[src/rtl/serial_pkg.sv]
// rtl/serial_pkg.sv - shared types and constants for the bit-serial link
package serial_pkg;

    localparam int WORD_W = 8;

    typedef enum logic [1:0] {
        IDLE,
        SHIFT,
        WAIT_HI,
        WAIT_LO
    } state_t;

endpackage

[src/rtl/serializador_if.sv]
// rtl/serializador_if.sv - word-in / bit-out handshake bundle of the serializer
interface serializador_if
    import serial_pkg::*;
#(
    parameter int WIDTH = WORD_W
);
    logic [WIDTH-1:0] data_in;
    logic             write_in;
    logic             status_out;
    logic             overflow_out;
    logic             data_out;
    logic             write_out;
    logic             busy_in;
    logic             word_done;

    modport master (
        output data_in, write_in, busy_in,
        input  status_out, overflow_out, data_out, write_out, word_done
    );

    modport slave (
        input  data_in, write_in, busy_in,
        output status_out, overflow_out, data_out, write_out, word_done
    );
endinterface

[src/rtl/serial_fifo.sv]
// rtl/serial_fifo.sv - small word FIFO with wrap-bit pointers
module serial_fifo #(
    parameter int WIDTH = 8,
    parameter int DEPTH = 2
) (
    input  logic             clk,
    input  logic             reset,
    input  logic             push,
    input  logic             pop,
    input  logic [WIDTH-1:0] din,
    output logic [WIDTH-1:0] dout,
    output logic             full,
    output logic             empty
);
    localparam int AW = $clog2(DEPTH);

    logic [AW:0]      wptr, rptr;
    logic [WIDTH-1:0] mem [DEPTH];
    logic             do_push, do_pop;

    assign do_push = push && !full;
    assign do_pop  = pop && !empty;

    // Extra MSB on each pointer distinguishes full from empty when indices match
    assign empty = (wptr == rptr);
    assign full  = (wptr[AW] != rptr[AW]) && (wptr[AW-1:0] == rptr[AW-1:0]);
    assign dout  = mem[rptr[AW-1:0]];

    always_ff @(posedge clk or posedge reset) begin
        if (reset) begin
            wptr <= '0;
            rptr <= '0;
        end else begin
            if (do_push) wptr <= wptr + (AW+1)'(1);
            if (do_pop)  rptr <= rptr + (AW+1)'(1);
        end
    end

    always_ff @(posedge clk) begin
        if (do_push) mem[wptr[AW-1:0]] <= din;
    end
endmodule

[src/rtl/serializador.sv]
// rtl/serializador.sv - FIFO-buffered LSB-first word serializer paced by receiver busy
module serializador
    import serial_pkg::*;
#(
    parameter int WIDTH = WORD_W,
    parameter int DEPTH = 2
) (
    input  logic           clk,
    input  logic           reset,
    serializador_if.slave  bus
);
    localparam int CW = $clog2(WIDTH + 1);

    state_t           state, state_nx;
    logic [CW-1:0]    idx, idx_nx;
    logic [WIDTH-1:0] shreg, shreg_nx;
    logic             data_r, data_nx;
    logic             wr_r, wr_nx;
    logic             done_r, done_nx;
    logic             ovf_r;
    logic [WIDTH-1:0] fifo_dout;
    logic             fifo_full, fifo_empty, pop;

    assign pop = (state == IDLE) && !fifo_empty && !bus.busy_in;

    serial_fifo #(.WIDTH(WIDTH), .DEPTH(DEPTH)) u_fifo (
        .clk   (clk),
        .reset (reset),
        .push  (bus.write_in),
        .pop   (pop),
        .din   (bus.data_in),
        .dout  (fifo_dout),
        .full  (fifo_full),
        .empty (fifo_empty)
    );

    // The shift register holds the not-yet-sent bits, so the next bit is always shreg[0]
    always_comb begin
        state_nx = state;
        idx_nx   = idx;
        shreg_nx = shreg;
        data_nx  = data_r;
        wr_nx    = 1'b0;
        done_nx  = 1'b0;
        case (state)
            IDLE: begin
                if (pop) begin
                    shreg_nx = fifo_dout >> 1;
                    data_nx  = fifo_dout[0];
                    wr_nx    = 1'b1;
                    idx_nx   = CW'(1);
                    state_nx = SHIFT;
                end
            end
            SHIFT: begin
                if (idx == CW'(WIDTH)) begin
                    state_nx = WAIT_HI;
                end else if (!bus.busy_in) begin
                    data_nx  = shreg[0];
                    shreg_nx = shreg >> 1;
                    wr_nx    = 1'b1;
                    idx_nx   = idx + CW'(1);
                end
            end
            WAIT_HI: begin
                if (bus.busy_in) state_nx = WAIT_LO;
            end
            WAIT_LO: begin
                if (!bus.busy_in) begin
                    done_nx  = 1'b1;
                    idx_nx   = '0;
                    state_nx = IDLE;
                end
            end
            default: state_nx = IDLE;
        endcase
    end

    always_ff @(posedge clk or posedge reset) begin
        if (reset) begin
            state  <= IDLE;
            idx    <= '0;
            shreg  <= '0;
            data_r <= 1'b0;
            wr_r   <= 1'b0;
            done_r <= 1'b0;
            ovf_r  <= 1'b0;
        end else begin
            state  <= state_nx;
            idx    <= idx_nx;
            shreg  <= shreg_nx;
            data_r <= data_nx;
            wr_r   <= wr_nx;
            done_r <= done_nx;
            if (bus.write_in && fifo_full) ovf_r <= 1'b1;
        end
    end

    assign bus.status_out   = fifo_full;
    assign bus.overflow_out = ovf_r;
    assign bus.data_out     = data_r;
    assign bus.write_out    = wr_r;
    assign bus.word_done    = done_r;
endmodule
[src/flat_wrapper.sv]
// flat-port wrapper written by rule: the top's interface ports become plain ports
module serializador_flat import serial_pkg::*;
#(
    parameter int WIDTH = WORD_W,
    parameter int DEPTH = 2
)
  (clk, reset, bus_data_in, bus_write_in, bus_busy_in, bus_status_out, bus_overflow_out, bus_data_out, bus_write_out, bus_word_done);
  serializador_if #(.WIDTH(WIDTH)) bus_i ();
  input  logic clk;
  input  logic reset;
  input wire logic [$bits(bus_i.data_in)-1:0] bus_data_in;
  input wire logic [$bits(bus_i.write_in)-1:0] bus_write_in;
  input wire logic [$bits(bus_i.busy_in)-1:0] bus_busy_in;
  output wire logic [$bits(bus_i.status_out)-1:0] bus_status_out;
  output wire logic [$bits(bus_i.overflow_out)-1:0] bus_overflow_out;
  output wire logic [$bits(bus_i.data_out)-1:0] bus_data_out;
  output wire logic [$bits(bus_i.write_out)-1:0] bus_write_out;
  output wire logic [$bits(bus_i.word_done)-1:0] bus_word_done;
  assign bus_i.data_in = bus_data_in;
  assign bus_i.write_in = bus_write_in;
  assign bus_i.busy_in = bus_busy_in;
  assign bus_status_out = bus_i.status_out;
  assign bus_overflow_out = bus_i.overflow_out;
  assign bus_data_out = bus_i.data_out;
  assign bus_write_out = bus_i.write_out;
  assign bus_word_done = bus_i.word_done;
  serializador #(.WIDTH(WIDTH), .DEPTH(DEPTH)) u_core (.clk(clk), .reset(reset), .bus(bus_i));
endmodule
[config.mk]
export PLATFORM = sky130hd
export DESIGN_NAME = serializador_flat
export DESIGN_NICKNAME = d
export VERILOG_FILES = /design/src/rtl/serial_pkg.sv /design/src/rtl/serializador_if.sv /design/src/rtl/serial_fifo.sv /design/src/rtl/serializador.sv /design/src/flat_wrapper.sv
export SDC_FILE = /design/constraint.sdc
export NUM_CORES = 1
export LEC_CHECK = 0
export BUFFER_PORTS_ARGS = -buffer_cell sky130_fd_sc_hd__buf_2
export CORE_UTILIZATION = 52
export DETAILED_ROUTE_END_ITERATION = 10
export HOLD_SLACK_MARGIN = 0.02
export PLACE_DENSITY = 0.8
export SLEW_MARGIN = 20
export SYNTH_ARGS = -nofsm -noshare
export SYNTH_HDL_FRONTEND = slang
export SYNTH_HIERARCHICAL = 1
export SYNTH_SLANG_ARGS = --single-unit
[constraint.sdc]
create_clock -name clk -period 1.75 [get_ports clk]
set_input_delay 0.525 -clock clk [delete_from_list [all_inputs] [get_ports clk]]
set_output_delay 0.525 -clock clk [all_outputs]
set_load 0.05 [all_outputs]
==> metrics.md, run 1 <==
| Metric | Value |
|---|---|
| Number of enable-type register cells in the synthesized netlist | `16` |
| Synth Area in Compound Gates | `16.8%` |
| Arrival time reported for the critical path endpoint | `2080 ps` |
| Combinational share of power | `53.5%` |
| Type of the worst setup path | `reg -> reg` |
| Worst Max-Slew Pin Slew | `397 ps` |
| Final worst hold slack | `43.3 ps` |
| Final worst-path setup slack | `-61.5 ps` |
| Signed area change from the synthesized netlist to the final layout | `19.9%` |
| Buffer levels on the longest clock path | `2` |
| Worst setup startpoint | `u_core/u_fifo/rptr[1]` |
| Yosys warns | `6` |
| Antenna violations before repair | `0` |
| CP Capture Type | `register` |
| Filler cell count | `271` |
| Max-cap check violation count | `0` |
| Launching element type of the critical path | `register` |
| Number of global-route vias before repair | `1,304` |
| Total vias in the final route | `1,315` |
| Sequential-to-total area share from yosys stat | `54.8%` |
| Fin Setup TNS | `-263 ps` |
| Async S/R FF share, synth | `56.8%` |
| Shortest period the worst path allows | `1810 ps` |
| Die height | `61.4 um` |
| Port Buffers | `16` |
| Clock-pin slew on the worst setup and hold paths | `130 ps` |
| Leading cell types by count after synthesis | `21 x dfrtp_1, 16 x edfxtp_1, 12 x nor2_1` |
| Worst hold path class | `in -> async` |
| Dominant combinational cell family by area after synthesis | `compound AO/OA/AOI/OAI gates` |
| Area inside the core boundary | `0.00336 mm^2` |
| Clock network fraction of design power | `13.9%` |
| IR Drop Worst-Case VDD | `0.00122 V` |
| Reported net switching power | `1.80 mW` |
| Worst reg2reg path startpoint | `u_core/u_fifo/rptr[1]` |
| Final period util | `104%` |
| Worst slack at placement | `4.48 ps` |
| Area share of xor/xnor cells in the synthesized design | `1.84%` |
| First-pass detailed-route iteration total | `4` |
| Wire length after detailed routing | `3.74 mm` |
| Cells along the critical path | `xor2_1, nor2_4, a21oi_2, a21oi_1, a21oi_2, buf_4, mux2i_1` |
| Most used cell, CP | `a21oi_2` |
| Max Slew Vio Count | `0` |
| Leakage | `0.925 nW` |
| Top cells by area in the synthesized netlist | `dfrtp_1 29%, edfxtp_1 26%, mux2_2 5.5%` |
| Max-slew headroom at the worst pin | `73.5%` |
| CTS root buffer | `clkbuf_4` |
| Adder-cell area share of the yosys netlist | `4.77%` |
| Setup Skew | `12.8 ps` |
| Crit-path leading delay family | `compound AO/OA/AOI/OAI gates` |
| CP required | `2020 ps` |
| WL/cell | `16.5 um` |
| Area of the die | `0.00377 mm^2` |
| Drt initial violations | `89` |
| Placed Area | `0.00200 mm^2` |
| Hold-fix buffer count after cts | `0` |
| GR Overflow Total | `0` |
| Share of synthesized cell area in and, or, nand and nor gates | `10.6%` |
| Fraction of power spent switching nets | `41.0%` |
| Clock latency reported for the late side of the worst-skew pair | `350 ps` |
| Violations in the final reports | `negative setup slack` |
| Fraction of layout cells with a size suffix above 1 | `39.8%` |
| RSZ-0062 raised after global routing | `yes` |
| Proportion of power drawn by flip-flops and latches | `32.7%` |
| Slowest cell on crit path | `dfrtp_2` |
| Share of Yosys cell area claimed by the top area cell type | `28.6%` |
| Area of all placed cells without fillers | `0.00220 mm^2` |
| Register bit total from synthesis | `37` |
| Detail-routed via count per cell | `5.79` |
| Site Rows | `21` |
| Ant. Diodes | `0` |
| Synthesized cell area | `0.00183 mm^2` |
| Clock tree from TritonCTS | `built` |
| I/O pin cnt | `17` |
| Largest area contributor in the synthesized netlist | `dfrtp_1` |
| Post-synthesis area per instance | `12.4 um^2` |
| Global-route wire length before repair | `5.75 mm` |
| Clock Sinks | `37` |
| TritonCTS buffer count | `5` |
| Count of cell types in the netlist | `47` |
| Gate count of the mapped netlist | `148` |
| Internal Dissipation | `2.59 mW` |
| Peak per-stage delay on the critical path | `480 ps` |
| Final count of hold timing violations | `0` |
| Post-DRT Antenna Nets | `0` |
| Fraction of synthesized area in multiplexers | `7.98%` |
| Die X | `61.4 um` |
| HPWL after detailed placement | `2.57 mm` |
| Number of remaining DRC errors | `0` |
| Global-route total usage across every layer | `21.9%` |
| Pwr Density | `1990 mW/mm^2` |
| Mapped Nets | `167` |
| Number of levels the H-tree was split into | `2` |
| Buffer and inverter count on the worst path | `1` |
| Timing-limited maximum frequency | `552 MHz` |
| Largest fanout on the critical path | `4` |
| Initial standard-cell utilization of the core | `54.5%` |
| # nets final | `199` |
| Final Non-Filler Cells | `227` |
| Pin count of the biggest net entering global routing | `16` |
| Top-count cell post-synth | `dfrtp_1` |
| Post-Place Cells | `212` |
| Status | `finished, violations left` |
| Final setup fails | `6` |
| Placer congestion estimate | `0.758` |
| Most used flip-flop cell after synthesis | `dfrtp_1` |
power by group through the flow:
stage / Sequential (mW) / Clock [mW] / Combinational (mW)
final: 1.43 / 0.607 / 2.34
after CTS: 1.43 / 0.619 / 2.16
after detailed placement: 1.44 / 0 / 1.96
after global placement: 1.41 / 0 / 1.86
after global routing: 1.46 / 0.655 / 2.51
after floorplan: 1.47 / 0 / 1.50
cells in the final DEF (no fill, tap or decap), types with 2 or more instances in the layout:
cell and instances:
dfrtp_1 19, edfxtp_1 16, buf_2 15, buf_4 13, nor2_1 10, nand2_1 9
inv_1 9, mux2_2 9, clkbuf_4 5, o21ai_0 5, ha_1 5, o22ai_1 4
a2bb2oi_1 4, a21oi_1 4, mux2i_1 3, a21oi_2 2, o21ai_2 2, o22a_1 2
nor3b_2 2, and2b_2 2, nand3_1 2, o2bb2ai_1 2, ha_2 2, nor2_4 2
dfrtp_2 2
timing repair:
item	in CTS	in global routing
setup endpoints to repair	3	11
pin swaps	3	4
gates resized for setup	6	7
buffers inserted	5	2
cell families (layout without fill, tap and decap cells):
group                      count (synthesis)  in the layout
AOI/OAI and AO/OA                         39             39
xor gates and xnor gates                   3              3
adders and majority gates                  7              7
buffers and inverters                     13             46
DFF                                       37             37
muxes                                     13             13
and+or+nand+nor                           36             36
flip-flops by register name, indices dropped and copies added, names as in the netlist:
register and cells:
u_core/bus.word_done 1, u_core/state 2, u_core/bus.write_out 1, u_core/u_fifo/wptr 2, u_core/u_fifo/rptr 2, u_core/bus.overflow_out 1
u_core/u_fifo/mem 16, u_core/bus.data_out 1, u_core/idx 4, u_core/shreg 7
metrics by stage:
step / util, % / total power, mW
after floorplan: - / 2.97
after global placement: 59.6 / 3.27
after detailed placement: 59.6 / 3.40
after CTS: 64.0 / 4.21
after global routing: 65.4 / 4.62
final: 65.4 / 4.38
area by class of cell:
class | count | area [um^2] | share of cell area, %
tap | 46 | 57.6 | 2.62
sequential | 37 | 1010 | 45.9
multi-input combinational | 98 | 827 | 37.6
inverter | 9 | 33.8 | 1.54
clock inverter | 3 | 46.3 | 2.11
timing repair buffer | 29 | 188 | 8.54
clock buffer | 5 | 37.5 | 1.71
final timing paths:
kind | to | slack [ps] | cells past startpoint
hold / removal | u_core/u_fifo/rptr[1] | 40 | 2
max in group asynchronous | u_core/state[0] | 1110 | 3
setup reg to reg | u_core/state[0] | -60 | 7
min in group clk | u_core/u_fifo/mem[1][4] | 360 | 1
hold reg to reg | u_core/bus.overflow_out | 480 | 1
setup / recovery | u_core/state[0] | -60 | 7
routing by layer:
metal / share of wire, % / GRT usage [%]
met5: 0 / 0
met4: 1.3 / 10.8
met2: 55 / 39.4
met1: 40 / 24.9
met3: 4.0 / 4.41
(Power assumes the default switching activity.)
==> run 2: changes to the inputs <==
ABC_AREA = 1   (was not set)
CORE_UTILIZATION = 53   (was 52)
PLACE_DENSITY = 0.75   (was 0.8)
==> metrics.md, run 2 <==
| Metric | Value |
|---|---|
| CTS root buffer | `clkbuf_4` |
| Peak per-stage delay on the critical path | `440 ps` |
| Placer congestion estimate | `0.806` |
| Fraction of power spent switching nets | `42.6%` |
| I/O pin cnt | `17` |
| Worst slack at placement | `206 ps` |
| Type of the worst setup path | `reg -> out` |
| Cells along the critical path | `inv_2, nand2_2, nand2_4, nand2_4, inv_4, buf_8` |
| Mapped Nets | `243` |
| Max FFs per register | `16` |
| Fraction of layout cells with a size suffix above 1 | `24.7%` |
| Crit Reg-Reg Endpoint | `u_core/idx[2]` |
| Violations in the final reports | `negative setup slack` |
| Timing-limited maximum frequency | `567 MHz` |
| Hold-fix buffer count after cts | `0` |
| Number of global-route vias before repair | `1,411` |
| Clock latency reported for the late side of the worst-skew pair | `330 ps` |
| Yosys warns | `6` |
| CP Capture Type | `primary output` |
| Combined area of the multi-input logic cells | `790 um^2` |
| IR Drop Worst-Case VDD | `0.000953 V` |
| Pwr Density | `1950 mW/mm^2` |
| Site Rows | `21` |
| Post-synthesis area per instance | `8.62 um^2` |
| Top-count cell post-synth | `nand2_1` |
| Largest fanout on the critical path | `4` |
| Total vias in the final route | `1,438` |
| Proportion of power drawn by flip-flops and latches | `31.0%` |
| Clock-pin slew on the worst setup and hold paths | `110 ps` |
| Total power draw | `4.47 mW` |
| Most used cell, CP | `nand2_4` |
| Global-route total usage across every layer | `20.1%` |
| Post-DRT Antenna Nets | `0` |
| Worst Max-Slew Pin Slew | `322 ps` |
| Initial standard-cell utilization of the core | `56.6%` |
| Antenna violations before repair | `0` |
| Combinational share of power | `53.1%` |
| Clock tree from TritonCTS | `built` |
| Area of the die | `0.00389 mm^2` |
| Filler cell count | `278` |
| Count of cell types in the netlist | `28` |
| Pin count of the biggest net entering global routing | `18` |
| Final worst-path setup slack | `-14.1 ps` |
| Buffer levels on the longest clock path | `2` |
| Leading cell types by count after synthesis | `84 x nand2_1, 27 x inv_1, 21 x dfrtp_1, 16 x edfxtp_1, 11 x o21ai_0` |
| Reported net switching power | `1.91 mW` |
| Shortest period the worst path allows | `1760 ps` |
| Register bit total from synthesis | `37` |
| Gate count of the mapped netlist | `224` |
| Most frequent cells in the layout | `83 x nand2_1, 24 x inv_1, 21 x dfrtp_1` |
| TritonCTS buffer count | `5` |
| Number of levels the H-tree was split into | `2` |
| Max-cap check violation count | `0` |
| First-pass detailed-route iteration total | `4` |
| Signed area change from the synthesized netlist to the final layout | `18.5%` |
| Die X | `62.4 um` |
| Status | `finished, violations left` |
| Port Buffers | `16` |
| Internal Dissipation | `2.57 mW` |
| Fin Setup TNS | `-14.1 ps` |
| Worst hold path class | `in -> async` |
| R2R setup slack | `90 ps` |
| Detail-routed via count per cell | `4.71` |
| Max-slew headroom at the worst pin | `78.5%` |
| # nets final | `277` |
| Async S/R FF share, synth | `56.8%` |
| Wire length after detailed routing | `3.38 mm` |
| RSZ-0062 raised after global routing | `yes` |
| WL/cell | `11.1 um` |
| Die height | `62.4 um` |
| Clock Sinks | `37` |
| Top cells by area in the synthesized netlist | `dfrtp_1 27%, edfxtp_1 25%, nand2_1 16%` |
| Synthesized cell area | `0.00193 mm^2` |
| Area inside the core boundary | `0.00342 mm^2` |
| Worst reg2reg path startpoint | `u_core/u_fifo/wptr[0]` |
| CP required | `1220 ps` |
| Area of all sequential standard cells | `0.00101 mm^2` |
| GR Overflow Total | `0` |
| Number of enable-type register cells in the synthesized netlist | `16` |
| Final period util | `101%` |
| Register-to-Register Path Depth | `11` |
| HPWL after detailed placement | `2.32 mm` |
| Leakage | `1.21 nW` |
| Launching element type of the critical path | `register` |
| Clock network fraction of design power | `16.0%` |
| Slowest cell on crit path | `dfrtp_1` |
| Global-route wire length before repair | `6.04 mm` |
| Max Slew Vio Count | `0` |
| Number of remaining DRC errors | `0` |
| Share of Yosys cell area claimed by the top area cell type | `27.2%` |
| Sequential-to-total area share from yosys stat | `52.1%` |
| Final count of hold timing violations | `0` |
| Ant. Diodes | `0` |
| Largest area contributor in the synthesized netlist | `dfrtp_1` |
| Most used flip-flop cell after synthesis | `dfrtp_1` |
| Drt initial violations | `62` |
| Most frequent standard cell in the layout excluding fill and tap cells | `nand2_1` |
| Arrival time reported for the critical path endpoint | `1240 ps` |
| Final setup fails | `1` |
| Final core utilization | `67.0%` |
| Setup Skew | `11.5 ps` |
-- run 2: what timing repair did --
action,4_1_cts,5_1_grt
setup buffers,6,3
setup endpoints to repair,1,3
pin swaps,2,2
gates resized for setup,5,4
-- run 2: stage by stage --
step | hold WS, ps | std cells | cell area [um^2]
global route | 73.5 | 305 | 2290
finish | 74.6 | 305 | 2290
detailed placement | 434 | 288 | 2090
floorplan | 291 | 224 | 1930
CTS | 60.2 | 302 | 2240
global placement | 436 | 288 | 2090
-- run 2: per-layer routing --
layer  wire (um)  track usage (%)  share of wire [%]
met2        1650             32.8                 49
met5           0                0                  0
met1        1610             25.6                 48
met3         111             4.01                3.3
met4          10             9.59               0.30
-- run 2: how the worst max path moves through the flow --
stage	startpoint	end	slack, ps	cells past startpoint
after floorplan	u_core/u_fifo/rptr[0]	bus_status_out	310	5
after global placement	u_core/u_fifo/wptr[0]	bus_status_out	220	6
after detailed placement	u_core/state[0]	u_core/idx[2]	210	7
after CTS	u_core/u_fifo/rptr[1]	bus_status_out	-20	6
after global routing	u_core/u_fifo/rptr[1]	bus_status_out	-100	6
final	u_core/u_fifo/wptr[0]	bus_status_out	-10	6
-- run 2: power by group through the flow --
stage                     logic (mW)  clock network [mW]  registers [mW]
after global routing            2.68               0.762            1.43
after CTS                       2.23               0.730            1.38
after detailed placement        2.07                   0            1.40
after global placement          2.03                   0            1.39
after floorplan                 1.56                   0            1.47
final                           2.37               0.714            1.39
-- run 2: cells by family (layout without fill, tap and decap cells) --
kind of cell / count (synthesis) / count (layout) / synth area share [%]
simple gates: 120 / 120 / 28.0
flops: 37 / 37 / 52.1
buf+inv: 35 / 70 / 7.45
compound gates: 24 / 24 / 7.45
fa+ha+maj: 7 / 7 / 4.53
xor+xnor: 1 / 1 / 0.453
-- run 2: critical path: cells and delay by family, from the launching register on --
kind | cells | cell delay [ps]
buffers and inverters | 3 | 260
and+or+nand+nor | 3 | 200
DFF | 1 | 440
-- run 2: layout make-up --
cell class                      count  area share, %
Sequential cell                    37           43.9
Multi-Input combinational cell    152           34.5
Timing Repair Buffer               31           9.40
Inverter                           31           5.19
Clock inverter                      3           2.84
Tap cell                           46           2.51
Clock buffer                        5           1.64
==> run 3: changes to the inputs <==
GPL_TIMING_DRIVEN = 0   (was not set)
SKIP_CTS_REPAIR_TIMING = 1   (was not set)
==> metrics.md, run 3 (synthesis gave the netlist of run 2 again) <==
| Metric | Value |
|---|---|
| Max-cap check violation count | `0` |
| HPWL after detailed placement | `2.38 mm` |
| Signed area change from the synthesized netlist to the final layout | `14.6%` |
| GR Util met2 | `31.2%` |
| Final setup fails | `1` |
| Fin Setup TNS | `-62.9 ps` |
| Detail-routed via count per cell | `4.72` |
| Largest fanout on the critical path | `4` |
| Fraction of layout cells with a size suffix above 1 | `24.6%` |
| Worst Max-Slew Pin Slew | `663 ps` |
| Clock-pin slew on the worst setup and hold paths | `120 ps` |
| Most frequent cells in the layout | `82 x nand2_1, 24 x inv_1, 21 x dfrtp_1` |
| Max Slew Vio Count | `0` |
| Post-DRT Antenna Nets | `0` |
| Clock tree from TritonCTS | `built` |
| Port Buffers | `16` |
| TritonCTS buffer count | `5` |
| Initial standard-cell utilization of the core | `56.6%` |
| Global-route wire length before repair | `5.79 mm` |
| Peak per-stage delay on the critical path | `450 ps` |
| Max FFs per register | `16` |
| Leakage | `1.16 nW` |
| Max-slew headroom at the worst pin | `55.8%` |
| Worst slack at placement | `128 ps` |
| Met3 demand-to-capacity share in global routing | `5.47%` |
| Timing-limited maximum frequency | `552 MHz` |
| Placer congestion estimate | `0.829` |
| Clock latency reported for the late side of the worst-skew pair | `350 ps` |
| Slowest cell on crit path | `dfrtp_1` |
| CTS root buffer | `clkbuf_4` |
| Area inside the core boundary | `0.00342 mm^2` |
| Die X | `62.4 um` |
| Type of the worst setup path | `reg -> out` |
| Final count of hold timing violations | `0` |
| First-pass detailed-route iteration total | `4` |
| IR Drop Worst-Case VDD | `0.000951 V` |
| CP required | `1220 ps` |
| Die height | `62.4 um` |
| CP Capture Type | `primary output` |
| Site Rows | `21` |
| Launching element type of the critical path | `register` |
| Area of the die | `0.00389 mm^2` |
| Number of global-route vias before repair | `1,345` |
| Total vias in the final route | `1,426` |
| Pin count of the biggest net entering global routing | `18` |
| Ant. Diodes | `0` |
| Worst hold path class | `in -> async` |
| # nets final | `274` |
| Status | `finished, violations left` |
| Most frequent standard cell in the layout excluding fill and tap cells | `nand2_1` |
| RSZ-0062 raised after global routing | `yes` |
| Filler cell count | `289` |
| Number of levels the H-tree was split into | `2` |
| Setup Skew | `6.61 ps` |
| Violations in the final reports | `negative setup slack` |
| Busiest layer in global routing | `met2` |
| Final worst-path setup slack | `-62.9 ps` |
| Routing usage on met1 | `24.8%` |
| Clock Sinks | `37` |
| Arrival time reported for the critical path endpoint | `1290 ps` |
| Pwr Density | `1860 mW/mm^2` |
| Number of remaining DRC errors | `0` |
| Shortest period the worst path allows | `1810 ps` |
| GR Overflow Total | `0` |
| WL/cell | `11.2 um` |
| Buffer levels on the longest clock path | `2` |
| I/O pin cnt | `17` |
| Final period util | `104%` |
| Wire length after detailed routing | `3.38 mm` |
| Antenna violations before repair | `0` |
| Cells along the critical path | `inv_4, nand2_2, nand2_4, nand2_4, inv_4, buf_8` |
| Final worst hold slack | `52.8 ps` |
| Global-route total usage across every layer | `19.6%` |
| Drt initial violations | `53` |
[run 3: cell count changes in the layout (fill, tap and decap cells not counted), sizes merged]
cell      change
buf           -4
clkinvlp      +3
clkbuf        +1
bufinv        -2
clkinv        -1
[run 3: worst paths after layout]
path                       cells past startpoint  slack (ps)               startpoint                      end
min in group clk                               1         360           bus_data_in[0]  u_core/u_fifo/mem[1][0]
setup reg to reg                              10         160    u_core/u_fifo/rptr[0]            u_core/idx[3]
max in group asynchronous                      2        1060                    reset     u_core/bus.word_done
setup / recovery                               6         -60    u_core/u_fifo/rptr[0]           bus_status_out
hold reg to reg                                1         490  u_core/bus.overflow_out  u_core/bus.overflow_out
hold / removal                                 2          50                    reset    u_core/u_fifo/wptr[0]
[run 3: cell type report]
type / instances / area, um^2 / area share, %
sequential: 37 / 1010 / 45.4
multi-input combinational: 152 / 790 / 35.7
buffer: 4 / 28.8 / 1.30
tap: 46 / 57.6 / 2.60
clock buffer: 5 / 37.5 / 1.70
clock inverter: 3 / 22.5 / 1.02
timing repair buffer: 24 / 150 / 6.78
inverter: 31 / 121 / 5.48
[run 3: power breakdown]
| group | leakage (nW) | internal [mW] | switching [mW] |
|---|---|---|---|
| clock network | 0.0234 | 0.155 | 0.303 |
| registers | 0.412 | 1.22 | 0.175 |
| logic | 0.724 | 0.823 | 1.44 |
| total | 1.16 | 2.20 | 1.91 |
[run 3: stage by stage]
step	instances	utilization, %	area, um^2	power, mW
floorplan	224	-	1930	3.03
global placement	286	60.6	2070	3.40
detailed placement	286	60.6	2070	3.45
CTS	294	62.3	2130	3.91
global route	302	64.8	2210	4.50
finish	302	64.8	2210	4.12
[run 3: metal layers]
| metal | vias to the layer above | part of all wire [%] | wire (um) |
|---|---|---|---|
| met1 | 638 | 49 | 1640 |
| met5 | - | 0 | 0 |
| met3 | 6 | 3.5 | 118 |
| met2 | 26 | 46 | 1560 |
| met4 | 0 | 1.8 | 60 |
| li1 | 756 | - | - |
[run 3: critical path: cells and delay by family (launching register included)]
family / cells / cell delay [ps]
buf+inv: 3 / 290
flops: 1 / 450
simple gates: 3 / 200
